File: config.mk
export PLATFORM = sky130hd
export DESIGN_NAME = fetch_stage
export DESIGN_NICKNAME = d
export VERILOG_FILES = /design/src/rtl/fetch_stage.sv
export SDC_FILE = /design/constraint.sdc
export NUM_CORES = 1
export LEC_CHECK = 0
export ABC_AREA = 1
export BUFFER_PORTS_ARGS = -buffer_cell sky130_fd_sc_hd__buf_2
export CORE_MARGIN = 3
export CORE_UTILIZATION = 51
export DETAILED_ROUTE_END_ITERATION = 16
export PLACE_DENSITY = 0.8
export SLEW_MARGIN = 20
export SYNTH_ARGS = -nofsm -noshare
export SYNTH_HDL_FRONTEND = slang
export SYNTH_SLANG_ARGS = --single-unit
File: constraint.sdc
create_clock -name clk -period 2 [get_ports clk]
set_clock_uncertainty 0.2 [all_clocks]
set_input_delay 0.1 -clock clk [delete_from_list [all_inputs] [get_ports clk]]
set_output_delay 0.1 -clock clk [all_outputs]
set_load 0.005 [all_outputs]
File: src/rtl/fetch_stage.sv
// fetch_stage: PC register and registered instruction slot feeding decode.
// Ports: clk, rst (sync, active-high); imem_addr/imem_data to the
// instruction memory (combinational read); redirect_valid/redirect_target
// from branch resolution; id_ready/id_valid/id_instr/id_pc handshake to
// decode; fault is a sticky misaligned-fetch flag, cleared only by rst.
module fetch_stage #(
  parameter logic [47:0] RESET_VECTOR = 48'h0000_0000_0000,
  parameter logic [31:0] NOP_INSTR    = 32'h0000_0013
) (
  input  logic        clk,
  input  logic        rst,
  output logic [47:0] imem_addr,
  input  logic [31:0] imem_data,
  input  logic        redirect_valid,
  input  logic [47:0] redirect_target,
  input  logic        id_ready,
  output logic        id_valid,
  output logic [31:0] id_instr,
  output logic [47:0] id_pc,
  output logic        fault
);

  typedef enum logic {
    RUN   = 1'b0,
    FAULT = 1'b1
  } state_t;

  state_t      state;
  state_t      state_nxt;
  logic [47:0] pc;
  logic [47:0] pc_nxt;
  logic        valid;
  logic        valid_nxt;
  logic [31:0] instr;
  logic [31:0] instr_nxt;
  logic [47:0] ipc;
  logic [47:0] ipc_nxt;
  logic        flt;
  logic        flt_nxt;

  logic slot_free;
  logic redir_bad;
  logic redir_ok;
  logic do_fetch;

  // Decode the per-cycle action into mutually exclusive terms so the
  // priority (bad redirect > redirect > fetch > stall) is explicit.
  assign slot_free = !valid || id_ready;
  assign redir_bad = redirect_valid && (redirect_target[1:0] != 2'b00);
  assign redir_ok  = redirect_valid && (redirect_target[1:0] == 2'b00);
  assign do_fetch  = !redirect_valid && slot_free;

  always_comb begin
    state_nxt = state;
    pc_nxt    = pc;
    valid_nxt = valid;
    instr_nxt = instr;
    ipc_nxt   = ipc;
    flt_nxt   = flt;
    if (state == RUN) begin
      unique case (1'b1)
        redir_bad: begin
          state_nxt = FAULT;
          flt_nxt   = 1'b1;
          pc_nxt    = redirect_target;
          valid_nxt = 1'b0;
          instr_nxt = NOP_INSTR;
        end
        redir_ok: begin
          pc_nxt    = redirect_target;
          valid_nxt = 1'b0;
          instr_nxt = NOP_INSTR;
        end
        do_fetch: begin
          instr_nxt = imem_data;
          ipc_nxt   = pc;
          valid_nxt = 1'b1;
          // 48-bit add wraps naturally at the top of the space
          pc_nxt    = pc + 48'd4;
        end
        default: ;
      endcase
    end
  end

  always_ff @(posedge clk) begin
    if (rst) begin
      state <= RUN;
      pc    <= RESET_VECTOR;
      valid <= 1'b0;
      instr <= NOP_INSTR;
      ipc   <= 48'h0;
      flt   <= 1'b0;
    end else begin
      state <= state_nxt;
      pc    <= pc_nxt;
      valid <= valid_nxt;
      instr <= instr_nxt;
      ipc   <= ipc_nxt;
      flt   <= flt_nxt;
    end
  end

  assign imem_addr = pc;
  assign id_valid  = valid;
  assign id_instr  = instr;
  assign id_pc     = ipc;
  assign fault     = flt;

endmodule

==> results of run 1 <==
worst max-delay path: cells and delay by family, from the launching register on:
kind / cells / cell delay, ns
and+or+nand+nor: 6 / 0.83
adders and majority gates: 1 / 0.17
DFF: 1 / 0.34
AOI/OAI and AO/OA: 2 / 0.29
sequential cells by signal, summed over array words and instances, names as in the netlist:
signal / count
state: 1
fault: 1
id_valid: 1
id_pc: 48
imem_addr: 48
id_instr: 32
final cells by class:
type	instances	area, um^2
Multi-Input combinational cell	718	3359
Fill cell	900	2681
Sequential cell	131	2633
Timing Repair Buffer	350	2362
Clock buffer	24	501.7
Tap cell	168	210.2
Inverter	44	167.7
Clock inverter	8	146.4
repair_timing:
| item | CTS | global route |
|---|---|---|
| hold buffers | 82 | 0 |
| setup buffers | 0 | 4 |
| endpoints found under the setup margin | 0 | 17 |
| resized for setup | 0 | 17 |
| hold endpoints to repair | 82 | 0 |
per-stage QoR:
step | instance area, um^2 | setup slack, ns | std cells | hold slack [ns] | TNS (ns)
global route | 9380 | -0.03267 | 1443 | 0.1314 | -0.1142
global placement | 7835 | 0.1419 | 1325 | 0.1270 | 0
finish | 9380 | 0.07904 | 1443 | 0.09045 | 0
CTS | 9304 | 0.01904 | 1439 | 0.06877 | 0
floorplan | 6339 | 0.2353 | 950 | 0.03492 | 0
detailed placement | 7835 | 0.07912 | 1325 | 0.1364 | 0
logic make-up (layout without fill, tap and decap cells):
family / after synthesis / in the layout / synth area share
xor+xnor: 11 / 11 / 0.01520
flops: 131 / 131 / 0.4137
compound gates: 199 / 199 / 0.1638
fa+ha+maj: 1 / 1 / 0.001974
simple gates: 507 / 507 / 0.3429
buf+inv: 101 / 426 / 0.06238
metal layers:
layer,vias up,part of all wire,global-route usage
met5,-,0,0
met2,489,0.47,0.5542
met1,3637,0.40,0.3912
met4,0,0.036,0.1546
li1,3802,-,-
met3,84,0.092,0.08313
worst paths after layout:
| path | to | slack [ns] | cells after the start |
|---|---|---|---|
| setup / recovery | imem_addr[40] | 0.08 | 9 |
| setup reg to reg | imem_addr[40] | 0.08 | 9 |
| hold / removal | imem_addr[9] | 0.09 | 7 |
| hold reg to reg | id_pc[33] | 0.26 | 2 |
layout by cell type, fill, tap and decap left out, types with 2 or more instances in the layout:
master / n
dlygate4sd3_1: 82
xnor2_1: 6
nor2_2: 7
clkinv_2: 2
buf_4: 50
dfxtp_1: 123
clkbuf_8: 5
dfxtp_2: 8
nand2_2: 4
a31oi_1: 5
o21bai_1: 3
buf_2: 213
nor3_1: 4
a21oi_1: 133
nor2_1: 91
or2_2: 4
nand2_1: 246
o22ai_1: 5
o21ai_0: 43
clkbuf_1: 2
clkbuf_16: 17
nand4_1: 16
a211oi_1: 2
xor2_1: 5
bufinv_16: 4
nor2_4: 5
inv_1: 39
buf_12: 5
o31ai_1: 2
a21oi_2: 2
nand3_1: 125
inv_2: 3
where the power goes:
| group | switching, mW | internal [mW] | total [mW] |
|---|---|---|---|
| registers | 0.192 | 2.80 | 2.99 |
| logic | 0.709 | 0.588 | 1.30 |
| clock network | 1.15 | 2.25 | 3.40 |
==> flow_summary.yaml, run 1 <==
placed_design:
  gp_congestion: 0.9773
  dp_hpwl_um: 14400
  io_buffers: 213
logic_synthesis:
  async_flop_share: 0
  synth_edf_count: 0
  synth-seq-area-share: 0.4137
  synth_commonest_cells: "nand2_1, a21oi_1, dfxtp_1, nand3_1, nor2_1"
  ys.flop_type: "dfxtp_1"
  synth_area_leader_cell: "dfxtp_1"
  synth_nets: 1035
  syn_avg_cell_area_um2: 6.672
  yosysWarnings: 0
  yosysMostFrequentCell: "nand2_1"
  synth_area_leaders: "dfxtp_1, nand2_1, a21oi_1, nand3_1, nor2_1"
  syn_inst: 950
  netlist_area_um2: 6339
  ys_ff_latch: 131
  synth.distinct_cells: 33
  netlist.area_leader.share: 0.4137
floorplanning:
  dieWidth_um: 117.5
  start_util: 0.5255
  fp-row-count: 40
  dieHeight_um: 117.5
  core_area_um2: 12060
  dieArea_um2: 13800
  ios: 214
worst_setup_path:
  crit_slowest_cell: "dfxtp_2"
  crit_start: "imem_addr[2]"
  crit_fanout: 5
  cp-start-kind: "register"
  r2r-start: "imem_addr[2]"
  crit_top_cell: "nand2_1"
  worstPathRequired_ns: 2.14
  path_cells: "ha_2 -> nand2_1 -> nor2_4 -> nand2_1 -> nor2_2 -> nand3_2 -> o21bai_1 -> nand3_1 -> a21oi_1"
  end_kind: "register"
  arrival_ns: 2.07
  crit_type: "reg2reg"
  critPathMaxStageDelay_ns: 0.34
drt:
  ant_nets: 0
  viasPerCell: 5.552
  drc_errors: 0
  num_vias: 8012
  wl_um: 23440
  drt_first_pass_iters: 5
  wire_per_inst_um: 16.24
  drt_iter0_drc: 860
global_route:
  grt_pass1_vias: 7587
  antenna_found_initial: 0
  track_usage: 0.3279
  grt_max_degree: 86
  grt.overflow.total: 0
  grt_pass1_wl_um: 37430
timing:
  hold_viol_final: 0
  drv_slew: 0
  fmax_mhz: 520.6
  rsz0062_at_grt: "yes"
  setup_viol: 0
  post-route-period-util: 0.9605
  slew-limit-headroom: 0.6730
  layout_min_cycle_time_ns: 1.921
  worstMarginPinSlew_ns: 0.4905
clocking:
  cts_tree: "built"
  cts.sinks: 131
  clkTransAtPathRegs_ns: 0.06
  cts_max_level: 4
  clkLatencyLatePin_ns: 0.42
  root_buffer: "clkbuf_16"
  numCtsBuffers: 17
  cts_buffer_depth: 2
final_layout:
  drive_above_1_share: 0.2635
  fin_nets: 1347
  diodes: 0
  area_delta_synth_final_pct: 47.99
  finish.utilization: 0.7777
pwr:
  finalPower_mw: 7.686
  power.density_nw_per_um2: 819.4
  p_leak_nw: 4.088
  ir_drop_mv: 0.5264
min_path:
  hp-class: "in2reg"
  min_from: "id_ready"
job:
  maxCapViolations: 0
run_status:
  status: "complete, no violations"
(Power assumes the default switching activity.)
==> run 2, diff against run 1 <==
--- a/config.mk
+++ b/config.mk
@@ -7,11 +7,12 @@
 export LEC_CHECK = 0
 export ABC_AREA = 1
 export BUFFER_PORTS_ARGS = -buffer_cell sky130_fd_sc_hd__buf_2
-export CORE_MARGIN = 3
+export CAP_MARGIN = 20
+export CORE_MARGIN = 2
 export CORE_UTILIZATION = 51
 export DETAILED_ROUTE_END_ITERATION = 16
 export PLACE_DENSITY = 0.8
-export SLEW_MARGIN = 20
+export SLEW_MARGIN = 5
 export SYNTH_ARGS = -nofsm -noshare
 export SYNTH_HDL_FRONTEND = slang
 export SYNTH_SLANG_ARGS = --single-unit
==> flow_summary.yaml, run 2 (same netlist as run 1, synthesis figures left out) <==
worst_setup_path:
  end_kind: "register"
  crit_slowest_cell: "dfxtp_2"
  cp_top_family: "simple AND/OR/NAND/NOR gates"
  arrival_ns: 2.02
  path_buf_inv: 2
  path_cells: "nand2_1 -> buf_4 -> nor2_1 -> nand2_1 -> nor2_1 -> nand3_1 -> nand3_1 -> nand3_1 -> nand2_1 -> inv_1"
  critPathMaxStageDelay_ns: 0.38
  worstPathRequired_ns: 2.12
  cp-start-kind: "register"
  crit_type: "reg2reg"
  crit_fanout: 5
drt:
  drc_errors: 0
  wl_um: 22880
  drt_iter0_drc: 775
  ant_nets: 0
  num_vias: 7949
  drt_first_pass_iters: 5
  wire_per_inst_um: 15.81
  viasPerCell: 5.493
timing:
  drv_slew: 0
  hold_viol_final: 0
  whs_ns: 0.1064
  post-route-period-util: 0.9498
  setup_viol: 0
  slew-limit-headroom: 0.5736
  layout_min_cycle_time_ns: 1.900
  tns_ns: 0
  fmax_mhz: 526.4
  worstMarginPinSlew_ns: 0.6396
clocking:
  root_buffer: "clkbuf_16"
  cts.sinks: 131
  cts_tree: "built"
  clkTransAtPathRegs_ns: 0.06
  cts_buffer_depth: 2
  clkLatencyLatePin_ns: 0.43
  cts_max_level: 4
  numCtsBuffers: 17
floorplanning:
  core_area_um2: 12060
  dieWidth_um: 115.5
  dieArea_um2: 13340
  ios: 214
  start_util: 0.5255
  fp-row-count: 40
  dieHeight_um: 115.5
global_route:
  antenna_found_initial: 0
  grt.overflow.total: 0
  grt_max_degree: 86
  grt_pass1_wl_um: 36000
  grt_pass1_vias: 7414
  track_usage: 0.3428
placed_design:
  place_area_um2: 7868
  dp_hpwl_um: 14230
  gp_congestion: 0.9428
  io_buffers: 213
  place_inst: 1331
final_layout:
  mostFrequentLayoutCells: "nand2_1, buf_2, a21oi_1"
  drive_above_1_share: 0.2768
  fin_nets: 1352
  layout.cells.non_filler: 1447
  postLayoutCellArea_um2: 9407
  area_delta_synth_final_pct: 48.40
  final_common_cell: "nand2_1"
  diodes: 0
run_status:
  status: "complete, no violations"
min_path:
  hp-class: "in2reg"
pwr:
  p_leak_nw: 4.093
  power.density_nw_per_um2: 794.4
  ir_drop_mv: 0.6347
  finalPower_mw: 7.473
job:
  maxCapViolations: 0
## run 2: repair_timing
item	CTS	global route
hold endpoints to repair	84	0
setup endpoints to repair	0	22
hold buffers	82	0
setup buffers	0	3
resized for setup	0	33
## run 2: path summary, 6_finish.rpt
| kind | start | to | slack [ns] | cells past startpoint |
|---|---|---|---|---|
| setup / recovery | imem_addr[15] | imem_addr[27] | 0.10 | 10 |
| hold / removal | id_ready | imem_addr[14] | 0.11 | 7 |
| setup reg to reg | imem_addr[15] | imem_addr[27] | 0.10 | 10 |
| hold reg to reg | id_pc[3] | id_pc[3] | 0.26 | 2 |
## run 2: stage by stage
step	utilization	setup WS [ns]
final	0.7799	0.1004
after global routing	0.7799	-0.01598
after CTS	0.7702	0.05350
after detailed placement	0.6523	0.08144
after global placement	0.6523	0.1282
after floorplan	-	0.2353
## run 2: worst min-delay path: stages
cell and delay [ns]:
buf_2 0.08, inv_1 0.04, nand2_1 0.10, nand2_2 0.09, nor2_1 0.11, o31ai_1 0.07, a21oi_1 0.10
## run 2: layout make-up
cell class / count / area [um^2]
Multi-Input combinational cell: 718 / 3403
Fill cell: 876 / 2655
Sequential cell: 131 / 2636
Timing Repair Buffer: 355 / 2387
Clock buffer: 21 / 470.5
Tap cell: 168 / 210.2
Inverter: 44 / 167.7
Clock inverter: 10 / 131.4
## run 2: per-layer routing
| metal | routed length [um] | GRT usage | vias up |
|---|---|---|---|
| met1 | 9332 | 0.4229 | 3662 |
| met4 | 714 | 0.1566 | 0 |
| met3 | 1964 | 0.08264 | 61 |
| li1 | - | - | 3812 |
| met5 | 0 | 0 | - |
| met2 | 10860 | 0.5680 | 414 |
## run 2: power by group
| group | internal [mW] | total (mW) | switching (mW) |
|---|---|---|---|
| clock network | 2.04 | 3.18 | 1.14 |
| logic | 0.603 | 1.33 | 0.723 |
| registers | 2.80 | 2.97 | 0.171 |
